### config.mk
export PLATFORM = sky130hd
export DESIGN_NAME = register_file
export DESIGN_NICKNAME = d
export VERILOG_FILES = /design/src/rtl/core_pkg.sv /design/src/rtl/regfile_read_port.sv /design/src/rtl/register_file.sv
export SDC_FILE = /design/constraint.sdc
export NUM_CORES = 2
export LEC_CHECK = 0
export CAP_MARGIN = 0
export CORE_AREA = 2 2 257 448
export DETAILED_ROUTE_END_ITERATION = 7
export DIE_AREA = 0 0 259 450
export DONT_BUFFER_PORTS = 1
export GPL_ROUTABILITY_DRIVEN = 0
export GPL_TIMING_DRIVEN = 0
export RECOVER_POWER = 50
export SLEW_MARGIN = 40
export SYNTH_ARGS = -nofsm -noshare
export SYNTH_HDL_FRONTEND = slang
export SYNTH_HIERARCHICAL = 1
export SYNTH_SLANG_ARGS = --single-unit
### constraint.sdc
create_clock -name clk -period 43.8 [get_ports clk]
set_clock_uncertainty 0.1 [all_clocks]
set_input_delay 2.19 -clock clk [delete_from_list [all_inputs] [get_ports clk]]
set_output_delay 2.19 -clock clk [all_outputs]
set_load 0.03 [all_outputs]
### src/rtl/core_pkg.sv
// Shared integer-datapath types and sizes for the RV32I core.
// Imported by the register file and its read ports.
package core_pkg;

  localparam int XLEN = 32;
  localparam int NREGS = 32;
  localparam int AW = $clog2(NREGS);

  typedef logic [XLEN-1:0] word_t;
  typedef logic [AW-1:0] reg_idx_t;

  localparam int REG_ZERO = 0;

endpackage

### src/rtl/regfile_read_port.sv
// One combinational read port: storage lookup, x0 masking and
// optional same-cycle forwarding of the pending writeback value.
module regfile_read_port
  import core_pkg::*;
#(
  parameter int XLEN = core_pkg::XLEN,
  parameter int NREGS = core_pkg::NREGS,
  parameter int BYPASS = 1,
  localparam int AW = $clog2(NREGS)
) (
  input  logic [AW-1:0]   idx_i,
  input  logic [XLEN-1:0] regs_i [NREGS],
  input  logic            wen_i,
  input  logic [AW-1:0]   rd_i,
  input  logic [XLEN-1:0] din_i,
  output logic [XLEN-1:0] rdata_o
);

  logic hit;

  assign hit = (BYPASS != 0) && wen_i &&
               (rd_i != AW'(REG_ZERO)) &&
               (idx_i == rd_i);

  always_comb begin
    rdata_o = regs_i[idx_i];
    if (hit) rdata_o = din_i;
    if (idx_i == AW'(REG_ZERO)) rdata_o = '0;
  end

endmodule

### src/rtl/register_file.sv
// 32 x XLEN integer register file: two async read ports,
// one sync write port, x0 hardwired to zero.
module register_file
  import core_pkg::*;
#(
  parameter int XLEN = core_pkg::XLEN,
  parameter int NREGS = core_pkg::NREGS,
  parameter int BYPASS = 1,
  localparam int AW = $clog2(NREGS)
) (
  input  logic            clk,
  input  logic            rst,
  input  logic            wen,
  input  logic [AW-1:0]   rd,
  input  logic [AW-1:0]   rs1,
  input  logic [AW-1:0]   rs2,
  input  logic [XLEN-1:0] din,
  output logic [XLEN-1:0] r1,
  output logic [XLEN-1:0] r2
);

  logic [XLEN-1:0] regs_q [NREGS];
  logic            wen_d;

  // Reset must also suppress forwarding so reads stay 0.
  assign wen_d = wen && !rst;

  always_ff @(posedge clk or posedge rst) begin
    if (rst) begin
      for (int i = 0; i < NREGS; i++) regs_q[i] <= '0;
    end else if (wen && (rd != AW'(REG_ZERO))) begin
      regs_q[rd] <= din;
    end
  end

  regfile_read_port #(
    .XLEN  (XLEN),
    .NREGS (NREGS),
    .BYPASS(BYPASS)
  ) u_rp1 (
    .idx_i  (rs1),
    .regs_i (regs_q),
    .wen_i  (wen_d),
    .rd_i   (rd),
    .din_i  (din),
    .rdata_o(r1)
  );

  regfile_read_port #(
    .XLEN  (XLEN),
    .NREGS (NREGS),
    .BYPASS(BYPASS)
  ) u_rp2 (
    .idx_i  (rs2),
    .regs_i (regs_q),
    .wen_i  (wen_d),
    .rd_i   (rd),
    .din_i  (din),
    .rdata_o(r2)
  );

endmodule

==> impl_metrics.tcl <==
set metrics [dict create \
    die-width_um 259 \
    pwr-share-comb_pct 23.5 \
    synth.area.top_cells "dfrtp_1 (46%), mux2_2 (21%), mux4_2 (15%), mux2i_1 (5.1%), a22oi_1 (1.8%)" \
    grt-ovfl-total 0 \
    yosys.area_share.xor_xnor_pct 0.125 \
    clk_pin_slew_ns 0.06 \
    rrSetupSlack_ns 42.87 \
    maxCapViolations 16 \
    slowest_stage "clkbuf_1" \
    syn2layout_area_growth_pct 9.66 \
    antenna_found_initial 11 \
    htreeDepth 3 \
    grt_pass1_wl_um 335000 \
    grt_max_degree 79 \
    p_leak_nw 26.8 \
    largest_reg_flops 1024 \
    ff2ff_path_depth 1 \
    crit_path_cell_trace "clkinvlp_2 -> clkbuf_1 -> clkbuf_1 -> clkbuf_1" \
    cp_num_buf_inv 4 \
    synth_cells 3835 \
    syn_area_mm2 0.0561 \
    crit_top_cell "clkbuf_1" \
    violations "max-capacitance violations, max-slew violations" \
    vias 39808 \
    fin_crit_ns 11.99 \
    synthArstFlopShare_pct 100 \
    switching_power_w 0.000867 \
    hold_depth 1 \
    clk-insertion-delay-late_ns 0.73 \
    p_seq_share_pct 44.3 \
    drv_slew 976 \
    fin_tns_setup_ns 0 \
    cp-start-kind "primary input" \
    hp-class "flip-flop to flip-flop" \
    power_density_mw_per_mm2 46.1 \
    antenna_left 0 \
    root_buffer "clkbuf_16" \
    wire_per_inst_um 44.5 \
    place_area_mm2 0.0585 \
    place_inst 5339 \
    drt_iter0_drc 4388 \
    finalHoldViolations 0 \
    muxShareOfSynthArea_pct 41.2 \
    synth-seq-cells 1024 \
    firstDrtPassIters 6 \
    clock.fmax_mhz 83.4 \
    timing.rr.end "regs_q[375]$_DFFE_PP0P_" \
    setup.worst_path.class "primary input to async pin" \
    cts-hold-fix-buffers 0 \
    synth_ff_type "dfrtp_1" \
    required_ns 43.54 \
    r2r-start "regs_q[375]$_DFFE_PP0P_" \
    io_buffers 0 \
    setup_viol 0 \
    rsz0062_at_grt "false" \
    initial_core_util_pct 49.7 \
    dp_hpwl_um 177000 \
    layout-drive-gt1-share_pct 47.9 \
    clock-sinks 1024 \
    p_clk_share_pct 32.2 \
    die_h_um 450 \
    finalPower_w 0.00283 \
    synthAdderAreaFrac_pct 0 \
    synth_cell_type_count 59 \
    ys_seq_area_share_pct 45.7 \
    instances_no_fill 5533 \
    dieArea_mm2 0.117 \
    ctsResizeCount 0 \
    crit_fanout 75 \
    io_pins 114 \
    ir_worst_vdd_mv 0.0327 \
    numCtsBuffers 102 \
    synth_fp_nets 3885 \
    clk_path_buf_depth 3 \
    fin_crit_sh_pct 27.4 \
    final_common_cell "mux2_2" \
    synth_compound_area_share_pct 6.22 \
    relSlewSlack_pct -187 \
    via_per_inst 7.19 \
    power.share.switching_pct 30.6 \
    wirelength_um 246000 \
    tightest_slew_ns 4.31 \
    internal-power_w 0.00196 \
    synth_top_family_by_area "multiplexers" \
    outcome "finished with violations" \
    num_rows 163 \
    hold-path-endpoint "regs_q[992]$_DFFE_PP0P_" \
    drcViolationCount 0 \
    slowest_delay_ns 3.18 \
    fin_nets 4008 \
    fp.coreArea_mm2 0.113 \
    cts_tree "done" \
    grt_usage_pct 42.7 \
    stdcell_area_mm2 0.0615 \
    yosysTopAreaCellShare_pct 45.7 \
    cp.depth 4 \
    syn-mean-instance-area_um2 14.6 \
    cp.arrival_ns 11.73 \
    grt_pass1_vias 40509 \
    largest_registers "regs_q: 1024 flops" \
    yosysTopAreaCell "dfrtp_1" \
    synth-simple-area-share_pct 2.06 \
    synth_edf_count 0 \
    worstSetupEndpointType "async pin" \
    worstHoldStart "regs_q[992]$_DFFE_PP0P_" \
    yosysWarnings 6 \
    mostFrequentLayoutCells "mux2_2 (1030), dfrtp_1 (1024), mux4_2 (376)" \
    post_cts_buffers 0 \
    regMostFlops "regs_q" \
    critPathTopFamily "buffers and inverters" \
]
-- cell type report --
type	count	area, um^2
sequential	1024	25600
multi-input combinational	2372	27900
timing repair buffer	19	114
clock buffer	154	3080
fill	9514	51300
inverter	5	20.0
buffer	434	2620
antenna	11	27.5
clock inverter	29	272
tap	1485	1860
-- logic make-up after synthesis --
kind of cell	after synthesis
and+or+nand+nor	242
buffers and inverters	439
xor gates and xnor gates	8
DFF	1024
AOI/OAI and AO/OA	418
muxes	1704
-- power by group through the flow --
stage | Clock, W | Sequential (W) | Combinational [W]
2_1_floorplan | 0 | 0.00123 | 0.000475
3_3_place_gp | 0 | 0.00126 | 0.000631
3_5_place_dp | 0 | 0.00127 | 0.000649
4_1_cts | 0.000919 | 0.00125 | 0.000650
5_1_grt | 0.000954 | 0.00128 | 0.000683
6_report | 0.000910 | 0.00125 | 0.000666
-- worst max path at each step --
| stage | from | to | slack (ns) |
|---|---|---|---|
| after global placement | rst | regs_q[12]$_DFFE_PP0P_ | 0.21 |
| after CTS | rs1[2] | r1[31] | 35.88 |
| after global routing | rst | regs_q[781]$_DFFE_PP0P_ | 30.03 |
| after floorplan | rst | regs_q[0]$_DFFE_PP0P_ | 12.69 |
| final | rst | regs_q[742]$_DFFE_PP0P_ | 31.81 |
| after detailed placement | rs1[2] | r1[31] | 35.90 |
-- cells in the mapped netlist (all sizes together) (17+ instances only) --
cell type  number
a2111oi        22
a21oi          32
a221o          24
a221oi         20
a22o           22
a22oi         150
buf           252
clkbuf        182
dfrtp        1024
mux2         1044
mux2i         284
mux4          376
nand2         102
nor2           61
nor3           17
o21ai          44
o221a          24
o221ai         30
o22ai          18
-- metrics by stage --
step	util, %	setup slack (ns)	hold WS [ns]
global placement	51.3	0.213	0.353
global route	54.5	30.03	0.399
finish	54.5	31.81	0.381
CTS	54.8	35.88	0.382
detailed placement	51.8	35.90	0.368
floorplan	-	12.69	0.341
-- layer usage --
| metal | track usage [%] | share of wire (%) | vias to the layer above |
|---|---|---|---|
| met2 | 65.8 | 46 | 2633 |
| met1 | 44.1 | 31 | 20866 |
| met5 | 0.800 | 0.072 | - |
| li1 | - | - | 15074 |
| met3 | 13.4 | 9.4 | 1223 |
| met4 | 45.6 | 14 | 12 |
Power figures use the tool's default switching activity.
